==> config.mk <==
export PLATFORM = sky130hd
export DESIGN_NAME = controle_valvula_nivel
export DESIGN_NICKNAME = d
export VERILOG_FILES = /design/src/rtl/controle_valvula_nivel_pkg.sv /design/src/rtl/controle_valvula_nivel_contador_timeout.sv /design/src/rtl/controle_valvula_nivel.sv
export SDC_FILE = /design/constraint.sdc
export NUM_CORES = 1
export LEC_CHECK = 0
export CORE_UTILIZATION = 43
export CTS_CLUSTER_DIAMETER = 80
export DETAILED_ROUTE_END_ITERATION = 6
export GPL_TIMING_DRIVEN = 1
export PLACE_DENSITY = 0.69
export SLEW_MARGIN = 20
export SYNTH_ARGS = -nofsm -noshare
export SYNTH_HDL_FRONTEND = slang
export SYNTH_SLANG_ARGS = --single-unit
==> constraint.sdc <==
create_clock -name clock -period 5.3 [get_ports clock]
set_input_delay 1.59 -clock clock [delete_from_list [all_inputs] [get_ports clock]]
set_output_delay 1.59 -clock clock [all_outputs]
set_load 0.01 [all_outputs]
==> src/rtl/controle_valvula_nivel_pkg.sv <==
// Shared definitions for the tank-level valve controller: state codes,
// parameter defaults and the BCD sanity check used on sensor samples.
package controle_valvula_nivel_pkg;

   localparam int CONFIRMA_PADRAO = 3;
   localparam int TIMEOUT_PADRAO  = 50_000_000;

   typedef enum logic [3:0] {
      OCIOSO  = 4'd0,
      FECHADA = 4'd1,
      ABERTA  = 4'd2,
      CRITICO = 4'd3,
      MANUAL  = 4'd4,
      FALHA   = 4'd5
   } estado_t;

   function automatic logic bcd_valido(input logic [11:0] v);
      return (v[11:8] <= 4'd9) && (v[7:4] <= 4'd9) && (v[3:0] <= 4'd9);
   endfunction

endpackage

==> src/rtl/controle_valvula_nivel_contador_timeout.sv <==
// Watchdog for the sensor strobe: counts cycles since the last clear and
// saturates, holding fim high once the limit is reached.
module contador_timeout
   import controle_valvula_nivel_pkg::*;
#(
   parameter int TIMEOUT_CICLOS = TIMEOUT_PADRAO
) (
   input  logic clock,
   input  logic reset,
   input  logic clear,
   input  logic conta,
   output logic fim
);

   localparam int           W      = $clog2(TIMEOUT_CICLOS + 1);
   localparam logic [W-1:0] LIMITE = W'(TIMEOUT_CICLOS);
   localparam logic [W-1:0] UM     = W'(1);

   logic [W-1:0] cnt_q, cnt_d;

   always_comb begin
      cnt_d = cnt_q;
      if (clear)
         cnt_d = '0;
      else if (conta && (cnt_q != LIMITE))
         cnt_d = cnt_q + UM;
   end

   always_ff @(posedge clock) begin
      if (reset) cnt_q <= '0;
      else       cnt_q <= cnt_d;
   end

   assign fim = (cnt_q == LIMITE);

endmodule

==> src/rtl/controle_valvula_nivel.sv <==
// Tank-level valve controller: confirms BCD distance samples against three
// thresholds, drives the valve and alarms, with manual override and fault state.
module controle_valvula_nivel
   import controle_valvula_nivel_pkg::*;
#(
   parameter int CONFIRMA       = CONFIRMA_PADRAO,
   parameter int TIMEOUT_CICLOS = TIMEOUT_PADRAO
) (
   input  logic        clock,
   input  logic        reset,
   input  logic        medida_pronta,
   input  logic [11:0] distancia,
   input  logic [7:0]  nv_alto,
   input  logic [7:0]  nv_baixo,
   input  logic [7:0]  nv_crit,
   input  logic        manual_en,
   input  logic        manual_abre,
   output logic        abre_valvula,
   output logic        buzzer_alta,
   output logic        buzzer_baixa,
   output logic [3:0]  db_estado,
   output logic        db_abre_auto,
   output logic        db_fecha_auto,
   output logic        db_cfg_invalida
);

   localparam int            CW       = $clog2(CONFIRMA + 1);
   localparam logic [CW-1:0] CONF_MAX = CW'(CONFIRMA);
   localparam logic [CW-1:0] C_UM     = CW'(1);

   estado_t       estado_q, estado_d;
   logic [CW-1:0] conf_a_q, conf_a_d, conf_b_q, conf_b_d;
   logic          alta_q, alta_d;
   logic          cfg_inv_q, cfg_inv_d;
   logic          abre_q, abre_d, buz_alta_q, buz_alta_d, buz_baixa_q, buz_baixa_d;
   logic          p_abre_q, p_abre_d, p_fecha_q, p_fecha_d;
   logic          cond_a, cond_b, fim, falha_entra;
   logic          amostra_valida, amostra_invalida;
   logic [11:0]   alto, baixo, crit;

   assign alto  = {4'h0, nv_alto};
   assign baixo = {4'h0, nv_baixo};
   assign crit  = {4'h0, nv_crit};

   assign amostra_valida   = medida_pronta &  bcd_valido(distancia);
   assign amostra_invalida = medida_pronta & ~bcd_valido(distancia);
   assign cfg_inv_d        = ~((nv_alto < nv_baixo) && (nv_baixo < nv_crit));

   // A sample arriving on the expiry cycle wins over the timeout.
   assign falha_entra = cfg_inv_q | (fim & ~amostra_valida);

   contador_timeout #(.TIMEOUT_CICLOS(TIMEOUT_CICLOS)) u_timeout (
      .clock (clock),
      .reset (reset),
      .clear (amostra_valida | (estado_q == FALHA)),
      .conta (1'b1),
      .fim   (fim)
   );

   always_ff @(posedge clock) begin
      if (reset) begin
         estado_q    <= OCIOSO;
         conf_a_q    <= '0;
         conf_b_q    <= '0;
         alta_q      <= 1'b0;
         cfg_inv_q   <= 1'b0;
         abre_q      <= 1'b0;
         buz_alta_q  <= 1'b0;
         buz_baixa_q <= 1'b0;
         p_abre_q    <= 1'b0;
         p_fecha_q   <= 1'b0;
      end else begin
         estado_q    <= estado_d;
         conf_a_q    <= conf_a_d;
         conf_b_q    <= conf_b_d;
         alta_q      <= alta_d;
         cfg_inv_q   <= cfg_inv_d;
         abre_q      <= abre_d;
         buz_alta_q  <= buz_alta_d;
         buz_baixa_q <= buz_baixa_d;
         p_abre_q    <= p_abre_d;
         p_fecha_q   <= p_fecha_d;
      end
   end

   // Counter A tracks the state's primary exit condition, B the ABERTA->CRITICO one.
   always_comb begin
      estado_d = estado_q;
      conf_a_d = conf_a_q;
      conf_b_d = conf_b_q;
      cond_a   = 1'b0;
      cond_b   = 1'b0;
      case (estado_q)
         FECHADA: cond_a = (distancia >= baixo);
         ABERTA: begin
            cond_a = (distancia <= alto);
            cond_b = (distancia >= crit);
         end
         CRITICO: cond_a = (distancia < crit);
         default: ;
      endcase

      if (amostra_valida) begin
         conf_a_d = !cond_a ? '0 : (conf_a_q == CONF_MAX) ? conf_a_q : conf_a_q + C_UM;
         conf_b_d = !cond_b ? '0 : (conf_b_q == CONF_MAX) ? conf_b_q : conf_b_q + C_UM;
      end else if (amostra_invalida) begin
         conf_a_d = '0;
         conf_b_d = '0;
      end

      if (falha_entra)
         estado_d = FALHA;
      else if (manual_en && (estado_q != FALHA))
         estado_d = MANUAL;
      else begin
         case (estado_q)
            OCIOSO:
               if (amostra_valida) begin
                  if (distancia >= crit)       estado_d = CRITICO;
                  else if (distancia >= baixo) estado_d = ABERTA;
                  else                         estado_d = FECHADA;
               end
            FECHADA:
               if (amostra_valida && conf_a_d == CONF_MAX) estado_d = ABERTA;
            ABERTA:
               if (amostra_valida && conf_b_d == CONF_MAX)      estado_d = CRITICO;
               else if (amostra_valida && conf_a_d == CONF_MAX) estado_d = FECHADA;
            CRITICO:
               if (amostra_valida && conf_a_d == CONF_MAX) estado_d = ABERTA;
            MANUAL:
               estado_d = OCIOSO;
            FALHA:
               if (amostra_valida) estado_d = OCIOSO;
            default:
               estado_d = OCIOSO;
         endcase
      end

      if (estado_d != estado_q) begin
         conf_a_d = '0;
         conf_b_d = '0;
      end
   end

   always_comb begin
      alta_d      = amostra_valida ? (distancia < alto) : alta_q;
      abre_d      = (estado_d == ABERTA) || (estado_d == CRITICO) ||
                    ((estado_d == MANUAL) && manual_abre);
      buz_baixa_d = (estado_d == CRITICO) || (estado_d == FALHA);
      buz_alta_d  = (estado_d == FALHA) || ((estado_d != OCIOSO) && alta_d);
      p_abre_d    = (estado_q == FECHADA) && (estado_d == ABERTA);
      p_fecha_d   = (estado_q == ABERTA) && (estado_d == FECHADA);
   end

   assign abre_valvula    = abre_q;
   assign buzzer_alta     = buz_alta_q;
   assign buzzer_baixa    = buz_baixa_q;
   assign db_estado       = estado_q;
   assign db_abre_auto    = p_abre_q;
   assign db_fecha_auto   = p_fecha_q;
   assign db_cfg_invalida = cfg_inv_q;

endmodule

### After elaboration in Yosys (flattened, before gate mapping)

Cells that the tools add are included.

* bits in registers: 41
* output and inout bits: 10
* logic and storage cells: 89

* $add $sub $neg: 3
* magnitude comparators: 10
* equality and inequality tests: 17
* mux-type cells: 21
* bitwise logic cells: 8
* reduce and logical (&&, ||, !) cells: 19

Operator list (count)
* $mux 4: 7
* $add 26x1->26 const B: 1
* $eq 26x26->1 const B: 1
* $ne 26x26->1 const B: 1
* $ge 12x8->1: 2
* $lt 12x8->1: 2
* $mux 2: 10
* $eq 4x2->1 const B: 4
* $lt 8x8->1: 2
* $pmux 4 s4: 1
* $eq 4x3->1 const B: 3
* $le 12x8->1: 1
* $le 4x4->1 const B: 3
* $logic_and 1x1->1: 10
* $eq 2x2->1 const B: 4
* $eq 4x1->1 const B: 2
* $reduce_or 2->1: 3
* $add 2x1->2 const B: 2
* $logic_not 4->1: 1
* $logic_or 1x1->1: 4
* $ne 4x3->1 const B: 1
* $ne 4x4->1: 1
* $reduce_bool 4->1: 1
* $and 1x1->1: 3
* 4 further kinds: 8

### Depth between registers and ports, before layout

* word-level depth: 17
* gate-level depth with buffers: 10
* gate-level depth less buffers: 10

### Modules after synthesis

A second synthesis with hierarchy kept.

* cell total of the unflattened synthesis: 366
* area total of the unflattened synthesis: 3166.8 sq um

Modules (own cells, without submodules)
* controle_valvula_nivel: times used 1, cells each 223, area each 1808.0 sq um, seq. area each 300.3 sq um
* contador_timeout: times used 1, cells each 143, area each 1358.8 sq um, seq. area each 520.5 sq um

### Least setup slack after synthesis

No wires, ideal clock.

* kind: input port to flip-flop
* from: input port distancia[0]
* to: register buz_alta_q (netlist: buzzer_alta)
* arrival: 3690 ps
* required time: 5183 ps
* path slack: 1493 ps
* cell stages on the path: 10
* cells stage by stage: inv_1 -> ha_1 -> nand2b_1 -> a2111oi_0 -> o31a_2 -> nor2_1 -> o311a_1 -> o31ai_1 -> nand2_1 -> a22o_1

* word-level cells in the longest chain between the ends: 16

Ends and longest elaborated chain
* from (decl): RTL line controle_valvula_nivel.sv:12 `input logic [11:0] distancia,`
* parallel branches: the longest is 15 deep, another holds $lt 12x8->1
* $logic_or 1x1->1 *: RTL line controle_valvula_nivel.sv:150 `buz_alta_d = (estado_d == FALHA) || ((estado_d != OCIOSO) && alta_d);`
* to (signal assigned): RTL line controle_valvula_nivel.sv:79 `buz_alta_q <= buz_alta_d;`
* to (decl): RTL line controle_valvula_nivel.sv:35 `logic abre_q, abre_d, buz_alta_q, buz_alta_d, buz_baixa_q, buz_baixa_d;`

Mark *: on every way between the ends.
A chain may end at the register's enable or synchronous reset.

### Final worst setup path

Ends and elaborated chain as after synthesis.

==> impl_metrics.ini <==
[worst_setup_path]
cp_data_arrival_time_ns = 4.41
crit_path_end_kind = flip-flop
r2r_cells = 11
reg2reg_to = conf_b_q[1]$_SDFF_PP0_
r2r_slack_ns = 2.72
critPathLaunchType = primary input
reg2reg_from = u_timeout.cnt_q[1]$_SDFFE_PP0P_
cp_data_required_time_ns = 5.50
criticalPathCategory = in -> reg
crit_fanout = 4

[synth]
ys_seq_elements = 41
synth_fp_nets = 427
avgSynthCellArea_um2 = 8.30
syn_area_um2 = 2870
synth_warnings = 0
synth_top_cell_by_area = dfxtp_1
syn_inst = 346
synthArstFlopShare_pct = 0
synth-main-ff-cell = dfxtp_1
yosysSeqAreaShare_pct = 28.6
synth_top_area_share_pct = 28.6
ys_top_cells_by_area = dfxtp_1, ha_1, nor2_1
synth_edf_count = 0
synth_cell_types = 50

[place]
placed_cells = 470
io_buffers = 50
dp_slack_ns = 0.787
dp_hpwl_um = 5340
dpl_cell_area_um2 = 3460
place.gp.congestion = 0.887

[route]
first_pass_iters = 4
via_per_inst = 5.56
ant_nets = 0
wl_per_cell_um = 14.0
vias = 2659
drtIter0Drc = 97
wl_um = 6670
drc = 0

[hold_path]
worstHoldStart = u_timeout.cnt_q[19]$_SDFFE_PP0P_
hold_class = reg -> reg
whs_path_depth = 2
hold_end = u_timeout.cnt_q[19]$_SDFFE_PP0P_

[sta]
finalSetupViolations = 0
tightest_slew_ns = 0.849
setup_slack_ns = 1.09
hold_viol = 0
finalSetupTns_ns = 0
max-slew-margin-rel_pct = 43.3
post-route-period-util_pct = 79.4
fmax_ghz = 0.238
maxSlewViolCount = 0
grt_setup_unrepaired = no
skew_ns = 0.0112
min_period_ns = 4.21

[clock_tree]
cts_resized = 0
cts_hold_buf = 0
clk_pin_slew_worst_paths_ns = 0.08
cts-root-buf = clkbuf_8
clockBufferDepth = 2
cts.sinks = 41
cts_tree = yes
post_cts_buffers = 0
clkLatencyLatePin_ns = 0.30
cts_inserted_buffers = 5
ctsHtreeMaxLevel = 2

[cells_and_area]
nNetsFinal = 481
final_area_um2 = 3560
fin_cells = 478
area.growth.synth_to_final_pct = 24.1
antenna_cells = 0
final_util_pct = 55.8
drive_gt1_share_pct = 4.24

[die]
core-area_um2 = 6390
dieArea_um2 = 7010
die_y_um = 83.7
io_pins = 51
start_util_pct = 45.0
die_w_um = 83.7
rows = 29

[power]
p_leak_nw = 1.48
power_frac_seq_pct = 45.7
power_density_nw_per_um2 = 198
p_sw_share_pct = 27.4
intPower_mw = 0.512
p_switching_mw = 0.193
vdd_ir_drop_max_v = 0.000121
combPwrFrac_pct = 22.1
p_clk_share_pct = 32.2

[status]
outcome = finished clean

[grt]
grt_max_degree = 27
grt_first_pass_wirelength_um = 11700
grt_pass1_vias = 2608
grt_use_total_pct = 20.1
grt-ovfl-total = 0
antenna_found_initial = 0

[flow_run]
drv_cap = 0
## kinds of logic (layout without fill, tap and decap cells)
kind of cell	Yosys count	after routing	synth area share, %
other	1	1	0.131
AND/OR/NAND/NOR	135	135	24.4
buffers and inverters	35	90	4.57
adder cells (fa/ha/maj)	40	40	17.4
AO/OA/AOI/OAI	68	68	16.9
XOR/XNOR	24	24	7.32
flip-flops	41	41	28.6
multiplexers	2	2	0.697
## layout by cell type (no fill, tap or decap), types with 10 or more instances in the layout
master	n
a21o_1	10
a21oi_1	15
clkdlybuf4s50_1	50
dfxtp_1	41
ha_1	40
inv_1	31
nand2_1	23
nand3_1	11
nand4_1	13
nor2_1	43
xor2_1	16
## synth_stat cells (4+ instances only)
master / number
nand4_1: 13
dfxtp_1: 41
o211ai_1: 4
nor2_1: 43
nand2b_1: 5
inv_1: 31
o21ai_0: 6
a21o_1: 10
o31ai_1: 4
xnor2_1: 8
nand2_1: 23
a21oi_1: 15
clkbuf_1: 4
nor4_1: 6
nor3_1: 8
nand3_1: 11
xor2_1: 16
nor2b_1: 4
and4_1: 4
ha_1: 40
## worst max-delay path, stage by stage
cell and delay, ns:
clkdlybuf4s50_1 0.45, inv_1 0.07, ha_1 0.28, nand2b_1 0.13, a2111oi_0 0.44, o31a_2 0.25
nor2_1 0.06, o311a_1 0.37, o31ai_1 0.43, nand2_1 0.11, a22o_1 0.21
## power groups by stage
stage	combinational (mW)	sequential [mW]	clock (mW)
2_1_floorplan	0.0853	0.330	0
3_3_place_gp	0.152	0.329	0
3_5_place_dp	0.156	0.330	0
4_1_cts	0.156	0.323	0.231
5_1_grt	0.174	0.324	0.245
6_report	0.156	0.322	0.227
## state kept, by name, summed over array words and instances, names as in the netlist
register         cells
conf_a_q             2
u_timeout.cnt_q     26
alta_q               1
db_abre_auto         1
db_cfg_invalida      1
buzzer_baixa         1
db_estado            4
db_fecha_auto        1
conf_b_q             2
buzzer_alta          1
abre_valvula         1
## through the flow
stage | power [mW] | hold WS (ns)
2_1_floorplan | 0.415 | 0.462
3_3_place_gp | 0.481 | 0.482
3_5_place_dp | 0.485 | 0.494
4_1_cts | 0.710 | 0.507
5_1_grt | 0.743 | 0.548
6_report | 0.705 | 0.509
## area by class of cell
| type | count | area (um^2) |
|---|---|---|
| Fill cell | 567 | 2820 |
| Tap cell | 77 | 96.3 |
| Inverter | 31 | 116 |
| Multi-Input combinational cell | 270 | 1920 |
| Sequential cell | 41 | 821 |
| Clock inverter | 1 | 5.00 |
| Timing Repair Buffer | 51 | 508 |
| Clock buffer | 7 | 96.3 |
## metal layers
metal | up-vias | track usage (%) | share of wire [%]
li1 | 1355 | - | -
met1 | 1233 | 25.7 | 48
met2 | 59 | 34.8 | 47
met3 | 12 | 4.35 | 4.5
met4 | 0 | 4.16 | 0.91
met5 | - | 0 | 0
## how the worst max path moves through the flow
stage          slack (ns)    startpoint                     end  cells past startpoint
2_1_floorplan        1.49  distancia[0]  buzzer_alta$_SDFF_PP0_                     10
3_3_place_gp         0.83  distancia[0]  buzzer_alta$_SDFF_PP0_                     11
3_5_place_dp         0.79  distancia[0]  buzzer_alta$_SDFF_PP0_                     11
4_1_cts              1.09  distancia[0]  buzzer_alta$_SDFF_PP0_                     11
5_1_grt              0.90  distancia[0]  conf_b_q[1]$_SDFF_PP0_                     11
6_report             1.09  distancia[0]  buzzer_alta$_SDFF_PP0_                     11
Power figures use the tool's default switching activity.
